===== src/rtl/sr_pkg.sv =====
// Shared types and constants for the 595 display scanner.
package sr_pkg;

   // Scanner phases, one pass per digit.
   typedef enum logic [2:0] {
      BLANK     = 3'd0,
      SEND      = 3'd1,
      WAIT_BUSY = 3'd2,
      WAIT_DONE = 3'd3,
      DWELL     = 3'd4
   } sr_state_t;

   // Cycles to wait for the driver to drop ready before moving on anyway.
   localparam int SR_ACK_TIMEOUT = 16;

   // Digit enable levels for an active-low digit bank; inverted when active-high.
   localparam logic DIG_OFF_AL = 1'b1;
   localparam logic DIG_ON_AL  = 1'b0;

endpackage


===== src/rtl/sr_display_scanner.sv =====
// Time-multiplexes a bank of segment bytes onto one 74hc595 segment driver
// and drives the digit-select lines directly.
module sr_display_scanner
   import sr_pkg::*;
#(
   parameter int NUM_DIGITS       = 4,
   parameter int DWELL_CYCLES     = 50000,
   parameter int BLANK_CYCLES     = 16,
   parameter bit DIGIT_ACTIVE_LOW = 1'b1,
   localparam int AW              = $clog2(NUM_DIGITS)
) (
   input  logic                  i_clk,
   input  logic                  i_rst_n,
   input  logic                  i_wr_en,
   input  logic [AW-1:0]         i_wr_addr,
   input  logic [7:0]            i_wr_data,
   input  logic                  i_blank,
   input  logic                  i_sr_ready,
   output logic [7:0]            o_sr_data,
   output logic                  o_sr_enable,
   output logic [NUM_DIGITS-1:0] o_digit,
   output logic [AW-1:0]         o_scan_idx
);

   // One counter serves BLANK, DWELL and the handshake timeout.
   localparam int MAXC0 = (DWELL_CYCLES > BLANK_CYCLES) ? DWELL_CYCLES : BLANK_CYCLES;
   localparam int MAXC  = (MAXC0 > SR_ACK_TIMEOUT) ? MAXC0 : SR_ACK_TIMEOUT;
   localparam int CW    = $clog2(MAXC + 1);

   localparam logic DIG_OFF = DIGIT_ACTIVE_LOW ? DIG_OFF_AL : ~DIG_OFF_AL;
   localparam logic DIG_ON  = DIGIT_ACTIVE_LOW ? DIG_ON_AL  : ~DIG_ON_AL;
   localparam logic [NUM_DIGITS-1:0] ALL_OFF = {NUM_DIGITS{DIG_OFF}};
   localparam logic [AW:0]   NUM_D    = (AW+1)'(NUM_DIGITS);
   localparam logic [AW-1:0] LAST_IDX = AW'(NUM_DIGITS - 1);

   sr_state_t             state, state_n;
   logic [CW-1:0]         cnt, cnt_n;
   logic [AW-1:0]         idx, idx_n;
   logic                  en_n;
   logic [7:0]            data_n;
   logic [NUM_DIGITS-1:0] digit_n;
   logic [7:0]            bank [NUM_DIGITS];

   // Host write port into the segment bank; out-of-range addresses dropped.
   always_ff @(posedge i_clk or negedge i_rst_n) begin
      if (!i_rst_n) begin
         for (int d = 0; d < NUM_DIGITS; d++) bank[d] <= 8'h00;
      end else if (i_wr_en && ({1'b0, i_wr_addr} < NUM_D)) begin
         bank[i_wr_addr] <= i_wr_data;
      end
   end

   // State and registered outputs.
   always_ff @(posedge i_clk or negedge i_rst_n) begin
      if (!i_rst_n) begin
         state       <= BLANK;
         cnt         <= '0;
         idx         <= '0;
         o_sr_enable <= 1'b0;
         o_sr_data   <= 8'h00;
         o_digit     <= ALL_OFF;
      end else begin
         state       <= state_n;
         cnt         <= cnt_n;
         idx         <= idx_n;
         o_sr_enable <= en_n;
         o_sr_data   <= data_n;
         o_digit     <= digit_n;
      end
   end

   // Next-state logic; digit enables follow the next state so the digit is
   // lit exactly while the FSM sits in DWELL.
   always_comb begin
      state_n = state;
      cnt_n   = cnt;
      idx_n   = idx;
      en_n    = 1'b0;
      data_n  = o_sr_data;
      digit_n = ALL_OFF;
      case (state)
         BLANK: begin
            if (cnt == CW'(BLANK_CYCLES - 1)) begin
               state_n = SEND;
               cnt_n   = '0;
            end else begin
               cnt_n = cnt + 1'b1;
            end
         end
         SEND: begin
            // Driver has no reset, so never launch until it reports ready.
            if (i_sr_ready) begin
               en_n    = 1'b1;
               data_n  = bank[idx];
               state_n = WAIT_BUSY;
               cnt_n   = '0;
            end
         end
         WAIT_BUSY: begin
            if (!i_sr_ready || cnt == CW'(SR_ACK_TIMEOUT - 1)) begin
               state_n = WAIT_DONE;
               cnt_n   = '0;
            end else begin
               cnt_n = cnt + 1'b1;
            end
         end
         WAIT_DONE: begin
            if (i_sr_ready) begin
               state_n = DWELL;
               cnt_n   = '0;
            end
         end
         DWELL: begin
            if (cnt == CW'(DWELL_CYCLES - 1)) begin
               state_n = BLANK;
               cnt_n   = '0;
               idx_n   = (idx == LAST_IDX) ? '0 : idx + 1'b1;
            end else begin
               cnt_n = cnt + 1'b1;
            end
         end
         default: begin
            state_n = BLANK;
            cnt_n   = '0;
         end
      endcase
      if (state_n == DWELL && !i_blank) begin
         for (int d = 0; d < NUM_DIGITS; d++)
            if (idx_n == AW'(d)) digit_n[d] = DIG_ON;
      end
   end

   assign o_scan_idx = idx;

endmodule


===== config.mk =====
export PLATFORM = sky130hd
export DESIGN_NAME = sr_display_scanner
export DESIGN_NICKNAME = d
export VERILOG_FILES = /design/src/rtl/sr_pkg.sv /design/src/rtl/sr_display_scanner.sv
export SDC_FILE = /design/constraint.sdc
export NUM_CORES = 1
export LEC_CHECK = 0
export ABC_AREA = 1
export ABC_CLOCK_PERIOD_IN_PS = 2500
export CAP_MARGIN = 5
export CORE_ASPECT_RATIO = 1.25
export CORE_MARGIN = 1.5
export CORE_UTILIZATION = 39
export DETAILED_ROUTE_END_ITERATION = 7
export HOLD_SLACK_MARGIN = 0.1
export PLACE_DENSITY = 0.56
export SLEW_MARGIN = 10
export SYNTH_ARGS = -nofsm -noshare
export SYNTH_HDL_FRONTEND = slang
export SYNTH_SLANG_ARGS = --single-unit

===== constraint.sdc =====
create_clock -name i_clk -period 2.5 [get_ports i_clk]
set_input_delay 0.75 -clock i_clk [delete_from_list [all_inputs] [get_ports i_clk]]
set_output_delay 0.75 -clock i_clk [all_outputs]
set_load 0.01 [all_outputs]

==> results of run 1 <==
logic make-up (layout without fill, tap and decap cells):
group / count (synthesis) / after routing
and+or+nand+nor: 227 / 227
DFF: 66 / 66
AOI/OAI and AO/OA: 65 / 65
buffers and inverters: 52 / 96
xor gates and xnor gates: 6 / 6
adders and majority gates: 2 / 2
worst reg2reg max path, stage by stage (launching register included):
cell	delay, ns
sky130_fd_sc_hd__dfrtp_1	0.38
sky130_fd_sc_hd__ha_1	0.25
sky130_fd_sc_hd__nand3_4	0.11
sky130_fd_sc_hd__nor2_1	0.14
sky130_fd_sc_hd__nand2_2	0.09
sky130_fd_sc_hd__nand2_1	0.11
sky130_fd_sc_hd__nand3_4	0.12
sky130_fd_sc_hd__nor2_4	0.35
sky130_fd_sc_hd__nor2_1	0.08
cell usage after synthesis:
library cell | count | share of area (%)
sky130_fd_sc_hd__nand2_1 | 103 | 12
sky130_fd_sc_hd__nor2_1 | 67 | 7.6
sky130_fd_sc_hd__dfrtp_1 | 62 | 47
sky130_fd_sc_hd__o21ai_0 | 52 | 7.8
sky130_fd_sc_hd__inv_1 | 36 | 4.1
sky130_fd_sc_hd__nand3_1 | 22 | 3.3
sky130_fd_sc_hd__nor2_2 | 15 | 2.8
sky130_fd_sc_hd__a31oi_1 | 8 | 1.5
sky130_fd_sc_hd__clkbuf_1 | 5 | 0.57
sky130_fd_sc_hd__nand4_1 | 5 | 0.94
sky130_fd_sc_hd__xor2_1 | 5 | 1.3
sky130_fd_sc_hd__buf_2 | 4 | 0.60
sky130_fd_sc_hd__dfstp_2 | 4 | 3.2
sky130_fd_sc_hd__nor3_1 | 4 | 0.60
sky130_fd_sc_hd__inv_2 | 3 | 0.34
sky130_fd_sc_hd__nand2_2 | 3 | 0.57
sky130_fd_sc_hd__a21oi_1 | 2 | 0.30
sky130_fd_sc_hd__ha_1 | 2 | 0.75
sky130_fd_sc_hd__nand3_4 | 2 | 1.1
sky130_fd_sc_hd__nor2_4 | 2 | 0.68
sky130_fd_sc_hd__nor3_4 | 2 | 0.98
sky130_fd_sc_hd__buf_12 | 1 | 0.60
sky130_fd_sc_hd__buf_4 | 1 | 0.23
sky130_fd_sc_hd__buf_6 | 1 | 0.34
sky130_fd_sc_hd__clkinv_1 | 1 | 0.11
sky130_fd_sc_hd__nand3b_1 | 1 | 0.23
sky130_fd_sc_hd__o21ai_1 | 1 | 0.15
sky130_fd_sc_hd__o21ai_2 | 1 | 0.26
sky130_fd_sc_hd__o32ai_1 | 1 | 0.26
sky130_fd_sc_hd__or2_2 | 1 | 0.19
sky130_fd_sc_hd__xnor2_1 | 1 | 0.26
cell type report:
| class | count | share of cell area, % |
|---|---|---|
| inverters | 40 | 3.780 |
| well taps | 97 | 3.055 |
| multi-input cells | 300 | 36.16 |
| flip-flops and latches | 66 | 41.70 |
| clock buffers | 10 | 3.465 |
| clock inverters | 6 | 2.268 |
| repair buffers | 40 | 9.575 |
routing by layer:
layer | vias up | global-route usage [%]
met5 | - | 0
met4 | 0 | 7.143
met3 | 15 | 3.727
met2 | 60 | 31.21
met1 | 1284 | 22.93
li1 | 1410 | -
flip-flops by register name, indices dropped and copies added, names as in the netlist:
signal and flops:
o_digit 4, o_sr_enable 1, o_scan_idx 2, cnt 16, state 3, bank 32, o_sr_data 8
final timing paths:
check / depth (start not counted) / slack (ns) / endpoint / from
max in group asynchronous: 2 / 1.56 / bank[7]$_DFFE_PN0P_ / i_rst_n
worst max-delay path: 1 / 0.36 / o_digit[1] / o_digit[1]$_DFF_PN1_
worst min-delay path: 1 / 0.34 / cnt[12]$_DFFE_PN0P_ / i_rst_n
worst min register to register: 2 / 0.48 / bank[21]$_DFFE_PN0P_ / bank[21]$_DFFE_PN0P_
worst max register to register: 8 / 0.75 / cnt[1]$_DFFE_PN0P_ / cnt[0]$_DFFE_PN0P_
min in group i_clk: 2 / 0.48 / bank[21]$_DFFE_PN0P_ / bank[21]$_DFFE_PN0P_
power groups by stage:
stage,Clock (µW),Combinational [µW],Sequential [µW]
4_1_cts,1050,883,1410
2_1_floorplan,0,593,1430
3_5_place_dp,0,881,1420
3_3_place_gp,0,866,1420
6_report,1020,864,1400
5_1_grt,1100,983,1430
per-stage QoR:
step	power [µW]	cells
2_1_floorplan	2025	418
3_3_place_gp	2287	543
3_5_place_dp	2305	543
4_1_cts	3338	559
5_1_grt	3515	559
6_report	3288	559
cells in the final DEF (no fill, tap or decap), types with 2 or more instances in the layout:
master	Yosys	layout
sky130_fd_sc_hd__nor2_4	2	2
sky130_fd_sc_hd__dfrtp_1	62	62
sky130_fd_sc_hd__nand2_2	3	3
sky130_fd_sc_hd__nand4_1	5	5
sky130_fd_sc_hd__nor2_1	67	67
sky130_fd_sc_hd__a21oi_1	2	2
sky130_fd_sc_hd__nor3_4	2	2
sky130_fd_sc_hd__o21ai_0	52	52
sky130_fd_sc_hd__nor2_2	15	15
sky130_fd_sc_hd__nand3_4	2	2
sky130_fd_sc_hd__bufinv_16	0	2
sky130_fd_sc_hd__a31oi_1	8	8
sky130_fd_sc_hd__clkbuf_8	0	10
sky130_fd_sc_hd__clkdlybuf4s50_1	0	28
sky130_fd_sc_hd__inv_2	3	3
sky130_fd_sc_hd__buf_4	1	10
sky130_fd_sc_hd__xor2_1	5	5
sky130_fd_sc_hd__nor3_1	4	4
sky130_fd_sc_hd__clkinv_4	0	2
sky130_fd_sc_hd__nand3_1	22	22
sky130_fd_sc_hd__dfstp_2	4	4
sky130_fd_sc_hd__nand2_1	103	103
sky130_fd_sc_hd__inv_1	36	36
sky130_fd_sc_hd__ha_1	2	2
==> impl_results.md, run 1 <==
- Total of hold buffers inserted after clock tree synthesis: 0
- GRT overflow: 0
- Maximum buffer depth of the clock tree: 2
- Proportion of synthesized chip area in sequential cells: 49.89%
- Finished Cell Area: 0.003973 mm²
- Effective utilization at floorplan: 40.30%
- Portion of total power attributed to combinational logic: 26.3%
- Worst hold-check slack: 0.3380 ns
- Number of DRC violations after detailed routing: 0
- Routed length on met1: 3334 µm
- Number of iterations in the first detailed-routing pass: 4
- Die Span Y: 106.2 µm
- Setup ws final: 0.3623 ns
- Psw: 1066 µW
- Power per standard cell area: 827.7 mW/mm²
- Family of cells with the greatest summed delay on the critical path: buffers and inverters
- Placed inst area: 0.003745 mm²
- Internal power: 2222 µW
- Layout fillers: 814
- Xor-xnor portion of the synthesized cell area: 1.583%
- Part of the power in the clock network: 31.0%
- HPWL after detailed placement: 5294 µm
- Maximum number of pins on one net before global-route repair: 52
- Leak pwr: 0.001851 µW
- Quantity of gates resized following cts: 0
- Switching part of the total: 32.41%
- Multi-input combinational cell area: 0.001436 mm²
- Routed WL: 7460 µm
- Largest incremental delay on the critical path: 0.53 ns
- Flop pwr share: 42.7%
- Number of rows in the core area: 37
- Met2 routed WL: 3695 µm
- Number of placed I/O pins: 30
- Die Footprint: 0.009080 mm²
- Period Utilization, post-route: 85.51%
- Synth warn: 0
- Number of maximum-capacitance violations: 0
- Clock transition time at the flip-flop clock pins of the worst setup and hold paths: 0.08 ns
- Final Setup Violations: 0
- Synthesized Nets: 435
- Number of diodes added for antenna fixing: 0
- Post-Synth Adder-Cell Area: 0.7536%
- Worst setup timing slack at the placement stage: 0.1900 ns
- Fin Setup TNS: 0 ns
- Avg WL per Cell: 13.35 µm
- Cell at the root of the clock tree: sky130_fd_sc_hd__clkbuf_8
- Post-route minimum period: 2.138 ns
- Clock tree skew after final layout: 0.008245 ns
- Cell-by-cell trace of the critical path: clkdlybuf4s50_1
- Relative slew margins: 71.41%
- Inserted Clock Buffers: 9
- Pins over their slew limit: 0
- Via count of the first global-routing pass: 2814
- Synth Cell Area: 0.003321 mm²
- Net count, final: 474
- Final design utilization: 48.21%
- Number of vias per cell after detailed routing: 4.953
- Max VDD drop: 448.8 µV
- Multiplexer share of the synthesized area: 0%
- Largest fanout on the critical path: 1
- Ratio of cells with drive above 1 in the final layout: 13.20%
- CP Class: register to output port
- Synthesized-area fraction occupied by and/or/nand/nor cells: 30.60%
- Endpoints failing hold: 0
- Class of the tightest hold or removal check: primary input to async pin
- Relative area change from synthesis to final layout: 19.63%
- Slowest stage cell, crit path: sky130_fd_sc_hd__clkdlybuf4s50_1
- Data required time at the worst endpoint: 1.75 ns
- Mapped Avg Cell Area: 7.944 µm²
- CTS tree: built
- Main combinational cell family by area after synthesis: simple AND/OR/NAND/NOR gates
- Number of standard cells after synthesis: 418
- CP Data Arrival Time: 1.39 ns
- Flip-flop and latch count after synthesis: 66
- Least-Margin Pin Slew: 0.4288 ns
- Fraction of the mapped netlist area in compound gates: 10.32%
- Fmax: 467.8 MHz
- Number of antenna violations at the first check in global routing: 0
- Number of vias in the routed layout: 2769
- Clock insertion delay at the later pin of the skew report: 0.34 ns
- Sequential cell area in the final layout: 0.001657 mm²
- Number of levels in the clock H-tree: 3
- Wire length on met3: 283 µm
- Port bufs: 29
- Status: finished clean
- DRT antenna net count: 0
- Wire length of the first global-routing pass: 13010 µm
- Category of the worst setup path capture point: output port
- Initial drt markers: 102
- Final weighted congestion in routability-driven placement: 0.8642
- Post-CTS Setup Bufs: 0
- Width of the die: 85.53 µm
- Core Box Area: 0.008240 mm²
- Number of sinks driven by the clock tree: 66
- RSZ-0062 raised after global routing: false
- Global-route usage over all layers: 18.42%
- Highest routed metal layer: met4
- Post-synth cell types: 31
- Sort of element at the start of the critical path: register
- Buffers plus inverters on the worst setup path: 1
No activity file was read; power rests on OpenSTA's default activity.
==> run 2, diff against run 1 <==
--- a/constraint.sdc
+++ b/constraint.sdc
@@ -3,2 +3,2 @@
 set_output_delay 0.75 -clock i_clk [all_outputs]
-set_load 0.01 [all_outputs]
+set_load 0.1 [all_outputs]
==> impl_results.md, run 2 (same netlist as run 1, synthesis figures left out) <==
- Fmax: 520.4 MHz (was 467.8 MHz)
- RSZ-0062 raised after global routing: false (unchanged)
- GRT overflow: 0 (unchanged)
- Die Footprint: 0.009080 mm² (unchanged)
- Critical R2R Launch: cnt[0]$_DFFE_PN0P_ (unchanged)
- Number of vias in the routed layout: 2741 (was 2769)
- Effective utilization at floorplan: 40.30% (unchanged)
- Maximum number of pins on one net before global-route repair: 26 (was 52)
- CTS tree: built (unchanged)
- Portion of total power attributed to combinational logic: 38.4% (was 26.3%)
- Port bufs: 29 (unchanged)
- Post-CTS Setup Bufs: 0 (unchanged)
- Finished Cell Area: 0.003901 mm² (was 0.003973 mm²)
- Final Setup Violations: 0 (unchanged)
- Pins over their slew limit: 0 (unchanged)
- Avg WL per Cell: 13.51 µm (was 13.35 µm)
- Number of iterations in the first detailed-routing pass: 4 (unchanged)
- Switching part of the total: 44.32% (was 32.41%)
- HPWL after detailed placement: 5441 µm (was 5294 µm)
- Placed inst area: 0.003742 mm² (was 0.003745 mm²)
- Internal power: 1953 µW (was 2222 µW)
- Number of flip-flops in the largest register: 32 (unchanged)
- Via count of the first global-routing pass: 2801 (was 2814)
- CP endpoint: cnt[1]$_DFFE_PN0P_ (was o_digit[1])
- Number of DRC violations after detailed routing: 0 (unchanged)
- Largest incremental delay on the critical path: 0.49 ns (was 0.53 ns)
- Number of sinks driven by the clock tree: 66 (unchanged)
- Initial drt markers: 109 (was 102)
- Number of antenna violations at the first check in global routing: 0 (unchanged)
- Number of levels in the clock H-tree: 3 (unchanged)
- Fin Setup TNS: 0 ns (unchanged)
- Max VDD drop: 789.0 µV (was 448.8 µV)
- Ratio of cells with drive above 1 in the final layout: 16.81% (was 13.20%)
- Wire length of the first global-routing pass: 12970 µm (was 13010 µm)
- Clock transition time at the flip-flop clock pins of the worst setup and hold paths: 0.08 ns (about the same)
- Number of cells traversed by the worst register-to-register path: 8 (unchanged)
- Net count, final: 477 (was 474)
- Number of diodes added for antenna fixing: 0 (unchanged)
- Number of vias per cell after detailed routing: 4.886 (was 4.953)
- Sort of element at the start of the critical path: primary input (was register)
- Beginning of the critical path: i_sr_ready (was o_digit[1]$_DFF_PN1_)
- Most frequent cells in the layout: 103 x sky130_fd_sc_hd__nand2_1, 67 x sky130_fd_sc_hd__nor2_1, 62 x sky130_fd_sc_hd__dfrtp_1 (unchanged)
- Family of cells with the greatest summed delay on the critical path: simple AND/OR/NAND/NOR gates (was buffers and inverters)
- Largest fanout on the critical path: 11 (was 1)
- Maximum buffer depth of the clock tree: 2 (unchanged)
- Clock insertion delay at the later pin of the skew report: 0.33 ns (was 0.34 ns)
- Worst path most repeated cell: sky130_fd_sc_hd__nor2_1
- Endpoints failing hold: 0 (unchanged)
- Data required time at the worst endpoint: 2.71 ns (was 1.75 ns)
- Reg-to-reg slack, setup: 0.75 ns (about the same)
- CP Data Arrival Time: 2.13 ns (was 1.39 ns)
- Width of the die: 85.53 µm (unchanged)
- Core Box Area: 0.008240 mm² (unchanged)
- Number of placed I/O pins: 30 (unchanged)
- Final total power: 3507 µW (was 3288 µW)
- Clock tree skew after final layout: 0.01020 ns (was 0.008245 ns)
- Leak pwr: 0.001845 µW (was 0.001851 µW)
- Cell at the root of the clock tree: sky130_fd_sc_hd__clkbuf_8 (unchanged)
- Class of the tightest hold or removal check: primary input to async pin (unchanged)
- Global-route usage over all layers: 18.25% (was 18.42%)
- Part of the power in the clock network: 21.5% (was 31.0%)
- Relative area change from synthesis to final layout: 17.48% (was 19.63%)
- Number of rows in the core area: 37 (unchanged)
- Quantity of gates resized following cts: 0 (unchanged)
- Total of hold buffers inserted after clock tree synthesis: 0 (unchanged)
- Cell-by-cell trace of the critical path: clkdlybuf4s50_1, inv_1, nor2_1, nand2_1, nand3_4, nor2_4, nor2_1 (was clkdlybuf4s50_1)
- Commonest non-fill, non-tap cell in the layout: sky130_fd_sc_hd__nand2_1 (unchanged)
- Reg2Reg Capture Point: cnt[1]$_DFFE_PN0P_ (unchanged)
- Number of maximum-capacitance violations: 0 (unchanged)
- Die Span Y: 106.2 µm (unchanged)
- Inserted Clock Buffers: 9 (unchanged)
- Leading registers by flop count: bank x32, cnt x16, o_sr_data x8 (unchanged)
- Status: finished clean (unchanged)
- Power per standard cell area: 899.0 mW/mm² (was 827.7 mW/mm²)
- Psw: 1554 µW (was 1066 µW)
- Final weighted congestion in routability-driven placement: 0.8388 (was 0.8642)
- Relative slew margins: 59.78% (was 71.41%)
- Flop pwr share: 40.1% (was 42.7%)
- Least-Margin Pin Slew: 0.6033 ns (was 0.4288 ns)
- DRT antenna net count: 0 (unchanged)
- Buffers plus inverters on the worst setup path: 2 (was 1)
- Routed WL: 7579 µm (was 7460 µm)
- Register with the most flip-flops: bank (unchanged)
- WP depth: 7 (was 1)
- Category of the worst setup path capture point: register (was output port)
- CP Class: primary input to register (was register to output port)
- Slowest stage cell, crit path: sky130_fd_sc_hd__clkdlybuf4s50_1 (unchanged)
- Period Utilization, post-route: 76.86% (was 85.51%)
- Post-route minimum period: 1.922 ns (was 2.138 ns)
run 2: final cells by class:
cell class | count | area (µm²)
inverters | 40 | 150.1
multi-input cells | 300 | 1436
well taps | 97 | 121.4
clock inverters | 6 | 35.03
repair buffers | 43 | 377.9
clock buffers | 9 | 123.9
fillers | 851 | 4339
flip-flops and latches | 66 | 1657
run 2: metrics by stage:
step	utilization (%)	cells	setup slack, ns	hold slack, ns
CTS	47.34	561	0.5793	0.4225
detailed placement	45.41	546	0.2294	0.4678
global placement	45.41	546	0.2556	0.4611
global route	47.34	561	0.4507	0.4483
floorplan	-	418	0.6481	0.4478
finish	47.34	561	0.5784	0.4150
run 2: how the worst min path moves through the flow:
stage	cells after the start	slack, ns	to	from
6_report	1	0.42	cnt[13]$_DFFE_PN0P_	i_rst_n
2_1_floorplan	0	0.45	bank[0]$_DFFE_PN0P_	i_rst_n
3_3_place_gp	2	0.46	bank[19]$_DFFE_PN0P_	bank[19]$_DFFE_PN0P_
3_5_place_dp	2	0.47	bank[16]$_DFFE_PN0P_	bank[16]$_DFFE_PN0P_
5_1_grt	1	0.45	cnt[13]$_DFFE_PN0P_	i_rst_n
4_1_cts	1	0.42	o_sr_data[3]$_DFFE_PN0P_	i_rst_n
run 2: routing by layer:
layer	wire [µm]	vias up	GRT usage, %
met4	127	0	7.488
met2	3866	47	31.50
li1	-	1416	-
met5	0	-	0
met3	212	13	2.950
met1	3373	1265	22.51
run 2: power by group through the flow:
| stage | sequential [µW] | combinational, µW | clock, µW |
|---|---|---|---|
| after global routing | 1430 | 1460 | 827 |
| final | 1410 | 1350 | 754 |
| after detailed placement | 1430 | 1360 | 0 |
| after CTS | 1410 | 1360 | 781 |
| after global placement | 1420 | 1350 | 0 |
| after floorplan | 1930 | 594 | 0 |
